$ cat src/rtl/icache_refill_ctrl.sv
// ---------------------------------------------------------------------------
// icache_refill_ctrl
//
// Miss-handling sequencer for the instruction fetch stage. When the current
// PC misses in the direct-mapped instruction cache, the PC is frozen. The
// 16-byte line (4 x 32-bit words) is read from instruction memory and
// written into the cache. The lookup is then replayed.
//
// Ports:
//   clock, reset   rising-edge clock, asynchronous active-high reset
//   fetch_addr     current PC presented to the cache
//   fetch_valid    fetch_addr is a live lookup this cycle
//   cache_hit      same-cycle cache lookup result for fetch_addr
//   redirect       taken branch / PC source change this cycle
//   stall          hold PC register (combinational)
//   mem_req        line read request to instruction memory
//   mem_addr       line-aligned request address
//   mem_ready      memory accepts the request
//   mem_valid      mem_line valid, single-cycle pulse
//   mem_line       returned line, word 0 in bits [31:0]
//   fill_en        one-cycle cache write strobe
//   fill_index     cache line to write
//   fill_tag       tag to write (marks the line valid)
//   fill_data      registered line data
//   miss_count     saturating count of misses started
//   dbgState       current FSM state (0 IDLE, 1 REQ, 2 WAIT, 3 FILL, 4 REPLAY)
//
// Memory handshake: a request transfers on the rising edge where
// mem_req && mem_ready are both high. Once raised, mem_req and mem_addr stay
// stable until that transfer. The only exception is a redirect that arrives
// without mem_ready; it withdraws the request. Only one request is ever
// outstanding. The response side has no backpressure. mem_valid is a
// one-cycle pulse that is accepted only while waiting for the line.
// ---------------------------------------------------------------------------
module icache_refill_ctrl #(
  parameter int INDEX_BITS = 4,
  parameter int CNT_WIDTH  = 16
) (
  input  logic                   clock,
  input  logic                   reset,
  input  logic [31:0]            fetch_addr,
  input  logic                   fetch_valid,
  input  logic                   cache_hit,
  input  logic                   redirect,
  output logic                   stall,
  output logic                   mem_req,
  output logic [31:0]            mem_addr,
  input  logic                   mem_ready,
  input  logic                   mem_valid,
  input  logic [127:0]           mem_line,
  output logic                   fill_en,
  output logic [INDEX_BITS-1:0]  fill_index,
  output logic [27-INDEX_BITS:0] fill_tag,
  output logic [127:0]           fill_data,
  output logic [CNT_WIDTH-1:0]   miss_count,
  output logic [2:0]             dbgState
);

  typedef enum logic [2:0] {
    S_IDLE   = 3'd0,
    S_REQ    = 3'd1,
    S_WAIT   = 3'd2,
    S_FILL   = 3'd3,
    S_REPLAY = 3'd4
  } state_t;

  localparam logic [CNT_WIDTH-1:0] CNT_MAX = {CNT_WIDTH{1'b1}};
  localparam logic [CNT_WIDTH-1:0] CNT_ONE = {{(CNT_WIDTH-1){1'b0}}, 1'b1};

  state_t                   stateQ, stateD;
  logic [31:0]              missAddr;
  logic [CNT_WIDTH-1:0]     missCount;
  logic [INDEX_BITS-1:0]    fillIndexQ;
  logic [27-INDEX_BITS:0]   fillTagQ;
  logic [127:0]             fillDataQ;

  logic missStart;
  logic lineReturn;

  // A miss that coincides with a redirect belongs to a squashed path and
  // is not chased.
  assign missStart  = (stateQ == S_IDLE) && fetch_valid && !cache_hit && !redirect;
  // Stale returns (for example after a reset that interrupted a transfer)
  // are ignored because mem_valid is accepted only in WAIT.
  assign lineReturn = (stateQ == S_WAIT) && mem_valid;

  // State register
  always_ff @(posedge clock or posedge reset) begin
    if (reset) begin
      stateQ <= S_IDLE;
    end else begin
      stateQ <= stateD;
    end
  end

  // Next-state logic
  always_comb begin
    stateD = stateQ;
    case (stateQ)
      S_IDLE: begin
        if (missStart) stateD = S_REQ;
      end
      S_REQ: begin
        // An accepted transfer takes precedence over a simultaneous redirect.
        if (mem_ready)     stateD = S_WAIT;
        else if (redirect) stateD = S_IDLE;
      end
      S_WAIT: begin
        // redirect is ignored here; the returning line is still good data.
        if (mem_valid) stateD = S_FILL;
      end
      S_FILL:   stateD = S_REPLAY;
      // One extra stalled cycle lets the cache read see the written line.
      S_REPLAY: stateD = S_IDLE;
      default:  stateD = S_IDLE;
    endcase
  end

  // Miss address and saturating miss counter
  always_ff @(posedge clock or posedge reset) begin
    if (reset) begin
      missAddr  <= 32'h0;
      missCount <= '0;
    end else if (missStart) begin
      // Line alignment is done by masking the offset bits only.
      missAddr <= {fetch_addr[31:4], 4'h0};
      if (missCount != CNT_MAX) begin
        missCount <= missCount + CNT_ONE;
      end
    end
  end

  // Fill registers capture the returned line and hold it outside FILL.
  always_ff @(posedge clock or posedge reset) begin
    if (reset) begin
      fillIndexQ <= '0;
      fillTagQ   <= '0;
      fillDataQ  <= '0;
    end else if (lineReturn) begin
      fillIndexQ <= missAddr[4+INDEX_BITS-1:4];
      fillTagQ   <= missAddr[31:4+INDEX_BITS];
      fillDataQ  <= mem_line;
    end
  end

  // Outputs
  assign stall      = (stateQ != S_IDLE) || (fetch_valid && !cache_hit);
  assign mem_req    = (stateQ == S_REQ);
  assign mem_addr   = missAddr;
  assign fill_en    = (stateQ == S_FILL);
  assign fill_index = fillIndexQ;
  assign fill_tag   = fillTagQ;
  assign fill_data  = fillDataQ;
  assign miss_count = missCount;
  assign dbgState   = stateQ;

endmodule

$ cat config.mk
export PLATFORM = sky130hd
export DESIGN_NAME = icache_refill_ctrl
export DESIGN_NICKNAME = d
export VERILOG_FILES = /design/src/rtl/icache_refill_ctrl.sv
export SDC_FILE = /design/constraint.sdc
export NUM_CORES = 1
export LEC_CHECK = 0
export ABC_AREA = 1
export ABC_CLOCK_PERIOD_IN_PS = 8200
export CAP_MARGIN = 20
export CELL_PAD_IN_SITES_DETAIL_PLACEMENT = 0
export CELL_PAD_IN_SITES_GLOBAL_PLACEMENT = 1
export CORE_ASPECT_RATIO = 1.25
export CORE_MARGIN = 4
export CORE_UTILIZATION = 30
export DETAILED_ROUTE_END_ITERATION = 10
export PLACE_DENSITY = 0.73
export SLEW_MARGIN = 0
export SYNTH_ARGS = -nofsm -noshare
export SYNTH_HDL_FRONTEND = slang
export SYNTH_SLANG_ARGS = --single-unit
$ cat constraint.sdc
create_clock -name clock -period 8.2 [get_ports clock]
set_input_delay 1.64 -clock clock [delete_from_list [all_inputs] [get_ports clock]]
set_output_delay 1.64 -clock clock [all_outputs]
set_load 0.005 [all_outputs]
==> out/metrics.cfg <==
[placed_design]
gp_congestion=0.772
port_buffers=368
hpwl_um=17500

[route]
routed_via_density=4.32
routed.top_layer=met5
num_vias=6000
wirelength_um=24300
met1_length_um=9500
drt_iter0_markers=197
met2_length_um=12000
drc_errors=0
route.met3.wl_um=2200
post_drt_wl_per_cell_um=17.5
firstDrtPassIters=4
drtAntennaViolNets=0

[cells_and_area]
fillers=2539
finalNetCount=1190
drive_above_1_share=0.178
synthToLayoutAreaGrowth_pct=56.1
antenna_cells=0
fin_util=0.476

[synthesis]
ys_seq_area_frac=0.602
synth_top_family_by_area=multiplexers
synth_most_common_cell=dfrtp_1
netlist_area_um2=8440
synthArstFlopShare=1.00
synth_fa_ha_area_frac=0.00148
synth.area.mux_share=0.217
synth_ff_type=dfrtp_1
ys_types=28
yosysTopAreaCellShare=0.602
synth_xor_xnor_area_share=0.00726
synth_largest_area_cell=dfrtp_1
yosys_warnings=0
synth_seq_cells=203
synth_cells=651
yosys-top-cells-count=dfrtp_1 (203), nand2_1 (131), mux2_4 (104)
synthTopCellsByArea=dfrtp_1 (60%), mux2_4 (18%), nand2_1 (5.8%)
synth_compound_area_frac=0.0382
synth_area_per_cell_um2=13.0
synthSimpleGateAreaFrac=0.0852
synth_edf_count=0

[floorplanning]
fp-row-count=68
dieArea_um2=30900
dieWidth_um=158
start_util=0.305
core_um2=27700
ios=377
die_y_um=196

[critical_path]
worstSetupStartpointType=primary input
path_max_fanout=2
cp-end-kind=primary output
path_class=primary input to primary output
cp_slowest_cell=clkdlybuf4s50_1
reg2reg_slack_ns=5.83
worstPathCellList=clkdlybuf4s50_1, nand2_1, nand3_1, clkdlybuf4s50_1
cp.required_ns=6.56
critical_path_arrival_ns=2.73
max_stage_delay_ns=0.50
path_common_cell=clkdlybuf4s50_1

[clocking]
clockBufferDepth=3
cts_tree=done
post_cts_buffers=0
cts.repair.resized=0
clk_latency_ns=0.51
cts_root_buf=clkbuf_16
h-tree-depth=1
cts_buffers=24
postCtsHoldBufs=0
cts_sinks=203
clk_transition_reported_paths_ns=0.06

[timing]
hold_slack_ns=0.481
hold_viol=0
max_slew_margin=0.310
setup_viol=0
fin_setup_tns_ns=0
worst_pin_slew_ns=1.04
clock_skew_ns=0.0140
max_freq_mhz=229
finalMaxSlewViolations=0
rsz0062_at_grt=false
layout_min_cycle_time_ns=4.37
fin_crit_sh=0.532

[grt]
grt_pass1_wl_um=36700
grt_max_degree=96
antenna_found_initial=1
track_usage=0.149
grt_pass1_vias=6341
grt_overflow_total=0

[hold_path]
holdCritPathClass=flop to flop

[pwr]
totalPowerFinal_uw=4820
ir_worst_vdd_mv=0.180
power_leakage_uw=0.00599
power_density_nw_per_um2=366

[run]
maxCapViolCount=0

[status]
outcome=completed

metal layers:
| layer | GRT usage | vias up |
|---|---|---|
| met3 | 0.0457 | 36 |
| met1 | 0.176 | 2860 |
| met2 | 0.259 | 231 |
| met5 | 0 | - |
| met4 | 0.0439 | 2 |
| li1 | - | 2871 |
cells by family after synthesis:
family | Yosys count
buf+inv | 76
mux | 128
simple gates | 172
xor+xnor | 7
compound gates | 63
fa+ha+maj | 1
flops | 203
other cells | 1
state kept, by name, summed over array words and instances (netlist names):
name,flops
dbgState,3
fill_data,128
fill_index,4
fill_tag,24
mem_addr,28
miss_count,16
final timing paths:
path / cells past startpoint / start / to
min in group asynchronous: 2 / reset / fill_data[107]$_DFFE_PP0P_
worst min-delay path: 2 / fill_tag[19]$_DFFE_PP0P_ / fill_tag[19]$_DFFE_PP0P_
max in group asynchronous: 3 / reset / fill_tag[17]$_DFFE_PP0P_
worst max-delay path: 4 / fetch_valid / stall
worst max register to register: 4 / dbgState[2]$_DFFE_PP0P_ / fill_data[26]$_DFFE_PP0P_
worst min register to register: 2 / fill_tag[19]$_DFFE_PP0P_ / fill_tag[19]$_DFFE_PP0P_
through the flow:
step | setup WS [ns] | instance area (um^2) | instances
6_report | 3.83 | 13200 | 1390
3_3_place_gp | 3.82 | 12400 | 1346
2_1_floorplan | 1.02 | 8450 | 654
4_1_cts | 3.83 | 13200 | 1390
5_1_grt | 3.77 | 13200 | 1390
3_5_place_dp | 3.83 | 12400 | 1346
where the power goes:
part	internal (uW)	switching [uW]	total [uW]
Combinational	1390	641	2030
Clock	613	428	1040
Sequential	1480	266	1750
worst max-delay path: cells and delay by family:
kind	cells	cell delay (ns)
buffers and inverters	2	0.97
AND/OR/NAND/NOR	2	0.11
final cells by class:
cell class | count | area [um^2] | area share
repair buffers | 374 | 3730 | 0.283
flip-flops and latches | 203 | 5080 | 0.386
multi-input cells | 375 | 2970 | 0.225
inverters | 44 | 173 | 0.0131
clock buffers | 34 | 719 | 0.0546
well taps | 350 | 438 | 0.0332
clock inverters | 10 | 66.3 | 0.00503
placed cells by master, fill, tap and decap left out, types with 2 or more instances in the layout:
cell type | Yosys | final
conb_1 | 1 | 4
dfrtp_1 | 203 | 203
mux2_4 | 104 | 104
clkinvlp_4 | 0 | 4
o21ai_0 | 60 | 60
clkbuf_1 | 8 | 3
nand3_1 | 9 | 9
clkinv_2 | 0 | 5
clkbuf_16 | 0 | 25
nand4_1 | 6 | 6
mux2_2 | 24 | 24
clkbuf_8 | 0 | 6
clkdlybuf4s50_1 | 0 | 368
nand2_1 | 131 | 131
inv_8 | 0 | 2
buf_4 | 8 | 6
nor3_1 | 3 | 3
nor2_2 | 2 | 2
inv_1 | 43 | 42
nor2_4 | 2 | 2
nand3b_1 | 2 | 2
xnor2_1 | 6 | 6
nor2_1 | 14 | 14
No activity file was read; power rests on OpenSTA's default activity.
==> patch 1 (same settings) <==
`CNT_WIDTH`: 16 -> 32.
--- a/src/rtl/icache_refill_ctrl.sv
+++ b/src/rtl/icache_refill_ctrl.sv
@@ -34,7 +34,7 @@
 // ---------------------------------------------------------------------------
 module icache_refill_ctrl #(
   parameter int INDEX_BITS = 4,
-  parameter int CNT_WIDTH  = 16
+  parameter int CNT_WIDTH  = 32
 ) (
   input  logic                   clock,
   input  logic                   reset,
Ports: changed (resized miss_count); port bits go from 377 to 393. The function was not compared with the original's and may differ.
==> patch 1 against the original RTL <==
Synthesized area rose by 8.3%. Sequential cell count rose by 16. Count of clock-buffer cells in the layout rose by 1. Non-clock buffer count rose by 14. First-iteration DRC count rose by 64%. Wire length rose by 15%. Total power fell by 1.6%. Setup slack got worse by 76 ps. Die area rose by 7.9%. Cell area rose by 7.4%. Largest cell class unchanged.
==> patch 1: results <==
group,metric,value,unit
status,status,"finished clean",
place,place_congestion,0.794,
routing,drtPass1Iterations,5,
worst_setup_path,cpMaxStageDelayCell,"clkdlybuf4s50_1",
global_route,grt_use_met2,27.2,%
synthesis,ys.flop_type,"dfrtp_1",
routing,highest_layer,"met4",
worst_hold_path,holdCritStartpoint,"fill_index[0]$_DFFE_PP0P_",
worst_setup_path,cpPeakStageDelay,540,ps
cts,clk_latency,520,ps
synthesis,synth_compound_area_share,3.42,%
power,p_int,3.42,mW
cts,cts_buffers,25,
place,dp_hpwl,20.5,mm
cts,ctsResizeCount,0,
synthesis,ys_top_cells_by_count,"nand2_1, dfrtp_1, mux2_2, inv_1, o21ai_0",
global_route,antenna_found_initial,2,
finish,final_nets,1401,
routing,routed-via-count,7133,
global_route,grt_pass1_vias,7417,
cts,cts_setup_buffers,0,
worst_setup_path,r2r_slack,5910,ps
synthesis,synthMuxAreaShare,15.8,%
worst_hold_path,holdPathStages,2,
routing,drt-met1-wl,10.8,mm
power,power_frac_seq,38.0,%
global_route,met1_usage,19.7,%
synthesis,async_reset_ff_share,100,%
power,p_total,4.74,mW
timing,relSlewSlack,33.9,%
worst_setup_path,regToRegStartpoint,"dbgState[2]$_DFFE_PP0P_",
global_route,grt_pass1_wl,42.9,mm
place,port_buffers,384,
timing,finalClockSkew,10.4,ps
cts,cts-root-buf,"clkbuf_16",
power,clock_power_share,22.8,%
power,power_leakage,6.18,nW
cts,clockBufferDepth,3,
finish,fill_cells,2789,
power,ir_worst_vdd,0.207,mV
worst_setup_path,worstPathArrival,2800,ps
synthesis,netlist_top_cells_area,"dfrtp_1, mux2_2, nand2_1",
global_route,track_usage,16.3,%
worst_setup_path,r2r_end,"fill_data[66]$_DFFE_PP0P_",
global_route,grt_use_met3,5.42,%
routing,wl_met3,2.65,mm
worst_hold_path,hold_end,"fill_index[0]$_DFFE_PP0P_",
routing,drt_wl_total,27.9,mm
routing,drt_iter0_drc,324,
synthesis,synth_cell_type_count,27,
synthesis,synthAdderAreaFrac,0.137,%
synthesis,ys_seq_area_share,59.9,%
global_route,grt_max_degree,144,
synthesis,synth_xor_area_share,1.34,%
routing,wl_met2,13.6,mm
finish,drive_gt1_share,14.6,%
finish,largest_reg_flops,128,
==> patch 1: changes by cell type after synthesis, sizes merged <==
cell	delta
a21boi	-1
a21oi	-1
buf	+3
dfrtp	+16
inv	+15
nand2	+123
nand3	+6
nand4	-5
nor2	+35
o22ai	+1
xnor2	-3
xor2	+10
==> patch 1: layout make-up <==
type                            instances  area [um2]  area share, %
Antenna cell                            2        5.00         0.0354
Clock buffer                           35         723           5.11
Clock inverter                          7        63.8          0.451
Inverter                               59         231           1.64
Multi-Input combinational cell        540        3260           23.1
Sequential cell                       219        5480           38.7
Tap cell                              401         502           3.54
Timing Repair Buffer                  388        3890           27.5
==> patch 1: stage by stage <==
stage | std cells | util (%) | hold slack (ps) | setup WS, ps | instance area [um2]
3_3_place_gp | 1607 | 44.4 | 464 | 3750 | 13400
6_report | 1651 | 47.0 | 484 | 3760 | 14200
4_1_cts | 1649 | 47.0 | 490 | 3740 | 14100
2_1_floorplan | 853 | - | 476 | 567 | 9160
5_1_grt | 1651 | 47.0 | 503 | 3660 | 14200
3_5_place_dp | 1607 | 44.4 | 475 | 3740 | 13400
==> patch 1: how the worst max path moves through the flow <==
| stage | depth (start not counted) | to | slack [ps] | from |
|---|---|---|---|---|
| floorplan | 1 | dbgState[0]$_DFFE_PP0P_ | 570 | reset |
| global placement | 5 | stall | 3750 | cache_hit |
| detailed placement | 5 | stall | 3740 | cache_hit |
| CTS | 5 | stall | 3740 | cache_hit |
| global route | 5 | stall | 3660 | cache_hit |
| finish | 5 | stall | 3760 | cache_hit |
==> patch 1: worst reg2reg max path, delay by kind of cell, from the launching register on <==
kind,cells,cell delay (ps)
buf+inv,1,390
flops,1,430
mux,1,670
simple gates,2,670
==> patch 2 (same flow settings) <==
Without the edit above. Put one more register stage on the output `miss_count`. The value now appears one clock later. The other outputs are not delayed to match.
--- a/src/rtl/icache_refill_ctrl.sv
+++ b/src/rtl/icache_refill_ctrl.sv
@@ -151,7 +151,9 @@
   assign fill_index = fillIndexQ;
   assign fill_tag   = fillTagQ;
   assign fill_data  = fillDataQ;
-  assign miss_count = missCount;
+  always_ff @(posedge clock) begin
+    miss_count <= missCount;
+  end
   assign dbgState   = stateQ;
 
 endmodule
Behaviour: not the same (a bounded check fails within 4 cycles, from zero or initial values and one cycle with reset high).
==> patch 2 against the original RTL <==
Wire length increased by 0.51%. Synthesized area shrank 0.68%. Setup slack lost 9.4 ps. Cell area down 0.61%. Via count is 2.5% higher. Total power shrank 2.6%. Sequential cell count increased by 16. Critical path type unchanged. Largest power group unchanged.
==> patch 2: results <==
group,metric,value,unit
status,status,"finished clean",
timing,finalClockSkew,16.5,ps
worst_setup_path,r2r_slack,5870,ps
finish,drive_gt1_share,15.1,%
place,dp_hpwl,18.1,mm
timing,relSlewSlack,33.0,%
worst_hold_path,holdPathStages,0,
routing,routed-via-count,6150,
cts,clockBufferDepth,3,
finish,antenna_cells,0,
synthesis,synth_cell_type_count,30,
place,place_congestion,0.767,
finish,largest_reg_flops,128,
worst_setup_path,r2r_end,"fill_data[54]$_DFFE_PP0P_",
global_route,track_usage,15.2,%
cts,h-tree-depth,1,
cts,cts_setup_buffers,0,
worst_setup_path,worstPathArrival,2730,ps
routing,drtPass1Iterations,4,
worst_hold_path,hold_end,"miss_count[1]$_DFF_P_",
routing,drc,0,
power,power_leakage,5.58,nW
synthesis,ys_top_cells_by_count,"dfrtp_1, nand2_1, mux2_2, o21ai_0, inv_1",
global_route,grt_pass1_vias,6118,
worst_setup_path,path_max_fanout,2,
global_route,met1_usage,16.9,%
synthesis,ys_seq_area_share,64.4,%
global_route,grt_pass1_wl,36.6,mm
power,ir_worst_vdd,0.174,mV
routing,drt_iter0_drc,189,
global_route,grt_use_met2,27.2,%
global_route,antenna_found_initial,0,
finish,final_nets,1205,
global_route,grt_max_degree,134,
worst_hold_path,holdCritStartpoint,"missCount[1]$_DFFE_PP0P_",
global_route,grt_use_met3,5.99,%
synthesis,yosys_warnings,0,
routing,drt_wl_total,24.4,mm
synthesis,netlist_top_cells_area,"dfrtp_1, mux2_2, nand2_1",
synthesis,async_reset_ff_share,92.7,%
power,p_int,3.39,mW
## patch 2: cell families (layout without fill, tap and decap cells)
logic type	count (synthesis)	count (layout)	share of synthesized area [%]
adders and majority gates	1	1	0.149
DFF	219	219	64.4
muxes	128	128	17.2
other	1	4	0.0447
xor gates and xnor gates	7	7	0.731
and+or+nand+nor	174	174	8.70
AOI/OAI and AO/OA	63	63	3.85
buffers and inverters	75	459	4.92
## patch 2: worst max-delay path, stage by stage
cell and delay (ps):
clkdlybuf4s50_1 470, nand2_1 60, nand3_1 60, clkdlybuf4s50_1 500
## patch 2: through the flow
step	power, mW	cells	setup slack, ps	area [um2]	hold slack [ps]
after floorplan	2.45	671	1020	8400	411
after global placement	3.67	1361	3820	12300	457
after detailed placement	3.71	1361	3820	12300	452
after CTS	4.79	1405	3810	13100	452
after global routing	5.01	1405	3760	13100	463
final	4.69	1405	3830	13100	462
## patch 2: power groups by stage
stage          Combinational, mW  Clock [mW]  Sequential, mW
3_5_place_dp                1.88           0            1.82
4_1_cts                     1.89        1.10            1.81
2_1_floorplan              0.593           0            1.86
3_3_place_gp                1.87           0            1.80
6_report                    1.84        1.05            1.80
5_1_grt                     2.00        1.15            1.87
## patch 2: layer usage
metal / vias to the layer above / share of wire [%] / wire length (um)
met5: - / 0 / 0
met1: 2944 / 36 / 8690
met3: 34 / 11 / 2800
met2: 236 / 51 / 12500
li1: 2936 / - / -
met4: 0 / 1.9 / 453
## patch 2: area by class of cell
class,count,area (um2)
Fill cell,2554,14500
Sequential cell,219,5400
Multi-Input combinational cell,377,2590
Timing Repair Buffer,372,3710
Tap cell,350,438
Clock inverter,4,33.8
Clock buffer,40,751
Inverter,43,169
